File: src/rtl/rst_seq_pkg.sv
// rst_seq_pkg: shared definitions for the sequenced reset synchroniser.
//   - rst_seq_state_e : sequencer FSM state encoding
//   - cnt_width()     : width of the shared hold/gap counter
package rst_seq_pkg;

    typedef enum logic [1:0] {
        StIdle = 2'd0,
        StHold = 2'd1,
        StRel  = 2'd2,
        StDone = 2'd3
    } rst_seq_state_e;

    // Counter must hold the larger of the two intervals.
    function automatic int unsigned cnt_width(input int unsigned hold_cycles,
                                              input int unsigned gap_cycles);
        int unsigned max_v;
        max_v = (hold_cycles > gap_cycles) ? hold_cycles : gap_cycles;
        return $clog2(max_v + 1);
    endfunction

endpackage

File: src/rtl/rst_sync_chain.sv
// rst_sync_chain: asynchronous-assert, synchronous-release reset synchroniser.
// Ports:
//   CLK      in  destination clock
//   RST      in  asynchronous active-low reset
//   SYNC_OUT out last chain stage; high STAGES_NUM edges after RST deasserts
module rst_sync_chain #(
    parameter int unsigned STAGES_NUM = 2
) (
    input  logic CLK,
    input  logic RST,
    output logic SYNC_OUT
);

    logic [STAGES_NUM-1:0] r_chain;

    always_ff @(posedge CLK or negedge RST) begin
        if (!RST) begin
            r_chain <= '0;
        end else begin
            r_chain <= {r_chain[STAGES_NUM-2:0], 1'b1};
        end
    end

    assign SYNC_OUT = r_chain[STAGES_NUM-1];

endmodule

File: src/rtl/rst_seq_sync.sv
// rst_seq_sync: synchronises an async active-low reset, stretches it by HOLD_CYCLES,
// then releases NUM_CH active-low channel resets in order (ch0 first), GAP_CYCLES apart.
// A synchronous software reset request restarts the sequence from the hold phase.
// Ports:
//   CLK      in   domain clock
//   RST      in   asynchronous active-low reset
//   SW_RST   in   synchronous active-high software reset request
//   SYNC_RST out  [NUM_CH] active-low channel resets, released in index order
//   RST_DONE out  high once every channel is released
// Build option: RST_SEQ_SWRST_FILT_EN -- SW_RST must be high on two consecutive edges.
module rst_seq_sync
    import rst_seq_pkg::*;
#(
    parameter int unsigned STAGES_NUM  = 2,
    parameter int unsigned NUM_CH      = 3,
    parameter int unsigned HOLD_CYCLES = 16,
    parameter int unsigned GAP_CYCLES  = 4
) (
    input  logic              CLK,
    input  logic              RST,
    input  logic              SW_RST,
    output logic [NUM_CH-1:0] SYNC_RST,
    output logic              RST_DONE
);

    localparam int unsigned CNT_W = cnt_width(HOLD_CYCLES, GAP_CYCLES);
    localparam int unsigned IDX_W = (NUM_CH > 1) ? $clog2(NUM_CH) : 1;

    localparam logic [CNT_W-1:0]  HOLD_LAST = CNT_W'(HOLD_CYCLES - 1);
    localparam logic [CNT_W-1:0]  GAP_LAST  = CNT_W'(GAP_CYCLES - 1);
    localparam logic [IDX_W-1:0]  IDX_LAST  = IDX_W'(NUM_CH - 1);
    localparam logic [NUM_CH-1:0] CH0_ONLY  = NUM_CH'(1);

    logic w_rst_s;
    logic w_sw_trig;

    rst_seq_state_e    r_state,    w_state_d;
    logic [CNT_W-1:0]  r_cnt,      w_cnt_d;
    logic [IDX_W-1:0]  r_idx,      w_idx_d;
    logic [NUM_CH-1:0] r_sync_rst, w_sync_rst_d;
    logic              r_done,     w_done_d;

    rst_sync_chain #(
        .STAGES_NUM (STAGES_NUM)
    ) u_sync_chain (
        .CLK      (CLK),
        .RST      (RST),
        .SYNC_OUT (w_rst_s)
    );

`ifdef RST_SEQ_SWRST_FILT_EN
    logic r_sw_prev;

    always_ff @(posedge CLK or negedge RST) begin
        if (!RST) begin
            r_sw_prev <= 1'b0;
        end else begin
            r_sw_prev <= SW_RST;
        end
    end

    assign w_sw_trig = SW_RST & r_sw_prev;
`else
    assign w_sw_trig = SW_RST;
`endif

    always_comb begin
        w_state_d    = r_state;
        w_cnt_d      = r_cnt;
        w_idx_d      = r_idx;
        w_sync_rst_d = r_sync_rst;
        w_done_d     = r_done;

        if ((r_state != StIdle) && w_sw_trig) begin
            w_state_d    = StHold;
            w_cnt_d      = '0;
            w_idx_d      = '0;
            w_sync_rst_d = '0;
            w_done_d     = 1'b0;
        end else begin
            case (r_state)
                StIdle: begin
                    // rst_s went high one edge earlier; the edge that observes it
                    // already counts as the first hold cycle.
                    if (w_rst_s) begin
                        if (HOLD_CYCLES == 1) begin
                            w_state_d    = StRel;
                            w_cnt_d      = '0;
                            w_idx_d      = '0;
                            w_sync_rst_d = CH0_ONLY;
                        end else begin
                            w_state_d = StHold;
                            w_cnt_d   = CNT_W'(1);
                        end
                    end
                end
                StHold: begin
                    if (r_cnt == HOLD_LAST) begin
                        w_state_d    = StRel;
                        w_cnt_d      = '0;
                        w_idx_d      = '0;
                        w_sync_rst_d = CH0_ONLY;
                    end else begin
                        w_cnt_d = r_cnt + 1'b1;
                    end
                end
                StRel: begin
                    // r_idx is the most recently released channel.
                    if (r_idx == IDX_LAST) begin
                        w_state_d = StDone;
                        w_cnt_d   = '0;
                        w_done_d  = 1'b1;
                    end else if (r_cnt == GAP_LAST) begin
                        w_cnt_d      = '0;
                        w_idx_d      = r_idx + 1'b1;
                        w_sync_rst_d = (r_sync_rst << 1) | CH0_ONLY;
                    end else begin
                        w_cnt_d = r_cnt + 1'b1;
                    end
                end
                StDone: begin
                end
                default: begin
                    w_state_d = StIdle;
                end
            endcase
        end
    end

    always_ff @(posedge CLK or negedge RST) begin
        if (!RST) begin
            r_state    <= StIdle;
            r_cnt      <= '0;
            r_idx      <= '0;
            r_sync_rst <= '0;
            r_done     <= 1'b0;
        end else begin
            r_state    <= w_state_d;
            r_cnt      <= w_cnt_d;
            r_idx      <= w_idx_d;
            r_sync_rst <= w_sync_rst_d;
            r_done     <= w_done_d;
        end
    end

    assign SYNC_RST = r_sync_rst;
    assign RST_DONE = r_done;

endmodule

File: config.mk
export PLATFORM = sky130hd
export DESIGN_NAME = rst_seq_sync
export DESIGN_NICKNAME = d
export VERILOG_FILES = /design/src/rtl/rst_seq_pkg.sv /design/src/rtl/rst_sync_chain.sv /design/src/rtl/rst_seq_sync.sv
export SDC_FILE = /design/constraint.sdc
export NUM_CORES = 1
export LEC_CHECK = 0
export ABC_CLOCK_PERIOD_IN_PS = 2350
export CORE_MARGIN = 2
export CORE_UTILIZATION = 55
export CTS_CLUSTER_DIAMETER = 80
export DETAILED_ROUTE_END_ITERATION = 10
export PLACE_DENSITY = 0.77
export SLEW_MARGIN = 40
export SYNTH_ARGS = -nofsm -noshare
export SYNTH_HDL_FRONTEND = slang
export SYNTH_HIERARCHICAL = 1
export SYNTH_SLANG_ARGS = --single-unit
File: constraint.sdc
create_clock -name CLK -period 2.35 [get_ports CLK]
set_input_delay 0.47 -clock CLK [delete_from_list [all_inputs] [get_ports CLK]]
set_output_delay 0.47 -clock CLK [all_outputs]
set_load 0.02 [all_outputs]
=== Yosys cells after proc, flatten, opt, wreduce, memory -nomap -nowiden ===
Index checks and enable logic that the tools add are counted.

* Reductions and logical operators: 11
* $add $sub $neg: 2
* Eq/ne operators: 10
* Muxes and demuxes: 24

{| class="wikitable"
|+ Operator list
! cell !! number
|-
| 5-bit two-way mux || 5
|-
| 2-bit two-way mux || 8
|-
| 5-bit one-hot mux with 3 select lines || 1
|-
| 3-bit two-way mux || 4
|-
| 3-bit inequality test (second input constant) || 4
|-
| 4-bit AND reduction || 2
|-
| 2-bit one-hot mux with 3 select lines || 1
|-
| 3-bit one-hot mux with 2 select lines || 1
|-
| 2-bit nonzero test || 3
|-
| 5-bit by 1-bit adder with 5-bit output (second input constant) || 1
|-
| 5-bit by 2-bit equality test with 1-bit output (second input constant) || 1
|-
| 5-bit by 4-bit equality test with 1-bit output (second input constant) || 1
|-
| 2-bit equality test (second input constant) || 2
|-
| 2-bit one-hot mux with 2 select lines || 1
|-
| 2-bit AND reduction || 2
|-
| 4-bit nonzero test || 1
|-
| 1-bit two-way mux || 3
|-
| 3-bit by 2-bit inequality test with 1-bit output (second input constant) || 1
|-
| 3-bit nonzero test || 1
|-
| 2-bit by 1-bit adder with 2-bit output (second input constant) || 1
|-
| 2-bit by 1-bit equality test with 1-bit output (second input constant) || 1
|-
| 2-bit zero test || 1
|-
| 1-bit logical AND || 1
|}

* Register bits after elaboration: 15
* Input bits: 3

=== Logic depth before layout (Yosys ltp) ===
* Word-level depth: 5
* Gate-level depth with buffers: 8
* Depth with buffers taken out: 8

=== Modules after synthesis ===
Netlist, hierarchy kept.

{| class="wikitable"
|+ Modules (own cells, without submodules)
! module !! area an instance (um2) !! sequential area each (um2) !! cells an instance !! instances
|-
| rst_seq_sync || 813.3 || 325.3 || 80 || 1
|-
| rst_sync_chain || 53.8 || 50.0 || 3 || 1
|}

=== Worst setup path after synthesis ===
OpenSTA, ideal clock, no wires.

* Path kind: register -> register
* Start point: register r_cnt[0]
* End point: register r_idx[0]
* Arrival: 1.808 ns
* Stages on the path, launching flop included: 9
* Clock period less this slack: 1.933 ns
* Setup slack: 0.417 ns
* Data required time: 2.225 ns
* Setup time: 0.125 ns
* Cells stage by stage: dfrtp_1 ha_1 nand3_1 inv_1 ha_1 nor2b_1 nor2_4 and3_1 mux2_2

* Longest elaborated chain between the ends: 3
* Elaborated cells on any way between the ends: 5
* Classes of those cells: eq/ne: 4; reduce/logical: 1

{| class="wikitable"
|+ Ends and longest elaborated chain
! what !! RTL line !! source
|-
| start, declared || rst_seq_sync.sv:38 || <nowiki>logic [CNT_W-1:0] r_cnt, w_cnt_d;</nowiki>
|-
| start signal, assigned || rst_seq_sync.sv:139 || <nowiki>r_cnt <= w_cnt_d;</nowiki>
|-
| 5-bit by 2-bit equality test with 1-bit output / 5-bit by 4-bit equality test with 1-bit output (equally long branches) || rst_seq_sync.sv:113, rst_seq_sync.sv:98 ||
|-
| 3-bit inequality test (no source line) || -- ||
|-
| 4-bit AND reduction (no source line) (*) || -- ||
|-
| end signal, assigned || rst_seq_sync.sv:140 || <nowiki>r_idx <= w_idx_d;</nowiki>
|-
| end, declared || rst_seq_sync.sv:39 || <nowiki>logic [IDX_W-1:0] r_idx, w_idx_d;</nowiki>
|}

Every way passes the cells marked *; elsewhere a longest branch is shown, timed or not.
A chain may end at the register's enable or synchronous reset.

=== Worst setup path after layout ===
* Start point: register r_cnt[0]
* End point: register r_cnt[3]

* Longest elaborated chain between the ends: 5
* Elaborated cells on any way between the ends: 8
* Classes of those cells: add/sub: 1; eq/ne: 2; mux: 5

{| class="wikitable"
|+ Ends and longest elaborated chain
! what !! RTL line !! source
|-
| 5-bit by 1-bit adder with 5-bit output / 5-bit by 2-bit equality test with 1-bit output (equally long branches) || rst_seq_sync.sv:104, rst_seq_sync.sv:118, rst_seq_sync.sv:113 ||
|-
| 5-bit two-way mux || rst_seq_sync.sv:113 || <nowiki>end else if (r_cnt == GAP_LAST) begin</nowiki>
|-
| 5-bit two-way mux || rst_seq_sync.sv:109 || <nowiki>if (r_idx == IDX_LAST) begin</nowiki>
|-
| 5-bit one-hot mux with 3 select lines (*) || rst_seq_sync.sv:81 || <nowiki>case (r_state)</nowiki>
|-
| 5-bit two-way mux (*) || rst_seq_sync.sv:74 || <nowiki>if ((r_state != StIdle) && w_sw_trig) begin</nowiki>
|}

Marked as above.

==> flow_summary.ini <==
[drt]
routed_via_density = 5.82
wl_per_cell_um = 14.4
drc_errors = 0
firstDrtPassIters = 4
routed_wl_mm = 1.59
vias = 640
drtIter0Drc = 11
antenna_left = 0

[global_route]
grt_max_degree = 16
grt_usage = 0.202
overflow = 0
antenna_found_initial = 0
grt_pass1_wl_mm = 2.77
grt_pass1_vias = 613

[synthesis]
synth_fp_nets = 94
async_flop_share = 1.00
yosysWarnings = 6
syn-cell-area_um2 = 867
synth_cells = 83
synth-edff-count = 0
synthFlopType = dfrtp_1
avgSynthCellArea_um2 = 10.4
synth_cell_types = 30
yosysSeqAreaShare = 0.433
ys_ff_latch = 15

[setup_path]
critPathKind = flip-flop to flip-flop
cp_max_fo = 6
endpoint_kind = flip-flop
worstPathRequired_ps = 2530
startpoint_type = flip-flop
critical_path_arrival_ps = 2140

[sta]
drv_slew = 0
max_freq_mhz = 509
maxSlewHeadroom = 0.556
layout_min_cycle_time_ps = 1960
fin_crit_sh = 0.835
timing.hold.ws_ps = 373
setup_viol = 0
setup_tns_ps = 0
fin_skew_ps = 1.68
rsz0062_at_grt = false
tightest_slew_ps = 664
finalHoldViolCount = 0

[cells_and_area]
multiInputGateArea_um2 = 465
fillCellCount = 121
num_antenna_cells = 0
final_cell_mix = 15 x dfrtp_1, 8 x ha_1, 7 x inv_1
drive_gt1_frac = 0.213
regArea_um2 = 375
utilization = 0.660
syn_to_final_growth_pct = 13.3
final_area_um2 = 982
stdcell_count = 110
nets = 106
final_common_cell = dfrtp_1

[die]
die-area_um2 = 1910
fp.dieW_um = 43.7
core_um2 = 1490
die_h_um = 43.7
io_pins = 7
start_util = 0.582
row_count = 14

[clock_network]
cts_resized = 0
clk_latency_ps = 290
cts-hold-fix-buffers = 0
clockBufferDepth = 2
cts_buffers = 3
cts_setup_buffers = 0
cts-root-buf = clkbuf_4
htree_levels = 1
numClockSinks = 15
clkSlewWorstSetupHoldPaths_ps = 90
cts_tree = done

[placed_design]
place_congestion = 0.822
io_buffers = 6
placed_cell_area_um2 = 955
hpwl_mm = 1.19
dp_cells = 106

[run_status]
status = completed

[pwr]
power_density_nw_per_um2 = 908
p_leak_uw = 0.000472
ir_worst_vdd_mv = 0.588

[flow_run]
drv_cap = 0

[worst_hold_path]
hold_path.class = flip-flop to flip-flop
critical path: stages, from the launching register on:
cell      delay, ps
dfrtp_1         400
ha_1            220
nand3_1         110
inv_1            70
ha_1            150
nor2b_1          50
buf_4           160
o211ai_1        290
nor3_1           90
a311o_1         320
routing by layer:
layer | part of all wire | wire length, µm | global-route usage | vias up
met5 | 0 | 0 | 0 | -
met2 | 0.45 | 721 | 0.300 | 6
met4 | 0.013 | 20 | 0.0848 | 0
li1 | - | - | - | 316
met3 | 0.022 | 35 | 0.0542 | 2
met1 | 0.51 | 811 | 0.279 | 316
cells by family after synthesis:
logic type,after synthesis,share of synthesized area
other,1,0.00432
AND/OR/NAND/NOR,26,0.188
buffers and inverters,7,0.0303
AO/OA/AOI/OAI,24,0.203
flip-flops,15,0.433
multiplexers,2,0.0260
adder cells (fa/ha/maj),8,0.115
cell usage after synthesis (2+ instances only):
cell | instances | area [µm²]
a21oi_1 | 3 | 15.0
or2_2 | 2 | 12.5
nor2_1 | 5 | 18.8
nand2_1 | 4 | 15.0
o21ai_0 | 6 | 30.0
mux2_2 | 2 | 22.5
nor3_2 | 2 | 20.0
o21ai_2 | 2 | 17.5
inv_1 | 7 | 26.3
nor2b_1 | 3 | 18.8
a22o_2 | 3 | 30.0
dfrtp_1 | 15 | 375
nand2b_1 | 2 | 12.5
ha_1 | 8 | 100
a22o_1 | 4 | 35.0
state kept, by name, summed over array words and instances, names as in the netlist:
register	cells
SYNC_RST	3
r_state	2
RST_DONE	1
u_sync_chain/r_chain	2
r_idx	2
r_cnt	5
cell type report:
| cell class | count | area share |
|---|---|---|
| clock inverters | 1 | 0.00510 |
| multi-input cells | 61 | 0.474 |
| inverters | 7 | 0.0268 |
| flip-flops and latches | 15 | 0.382 |
| well taps | 16 | 0.0204 |
| clock buffers | 3 | 0.0229 |
| repair buffers | 7 | 0.0688 |
through the flow:
step                setup slack (ps)  total power, µW
CTS                              397              889
detailed placement               303              736
floorplan                        417              624
finish                           387              892
global route                     226              957
global placement                 359              727
where the power goes:
group	internal, µW	leakage, µW	total (µW)	switching [µW]
registers	297	0.000197	331	34.3
logic	169	0.000258	409	240
clock network	63.4	0.0000177	152	88.6
worst paths after layout:
kind	start	to	slack, ps	depth (start not counted)
worst max-delay path	r_cnt[0]	r_cnt[3]	390	9
worst min-delay path	u_sync_chain/r_chain[0]	u_sync_chain/r_chain[1]	370	0
worst max register to register	r_cnt[0]	r_cnt[3]	390	9
worst min register to register	u_sync_chain/r_chain[0]	u_sync_chain/r_chain[1]	370	0
max in group asynchronous	RST	r_state[0]	1350	1
min in group asynchronous	RST	r_cnt[4]	580	1
(Power assumes the default switching activity.)
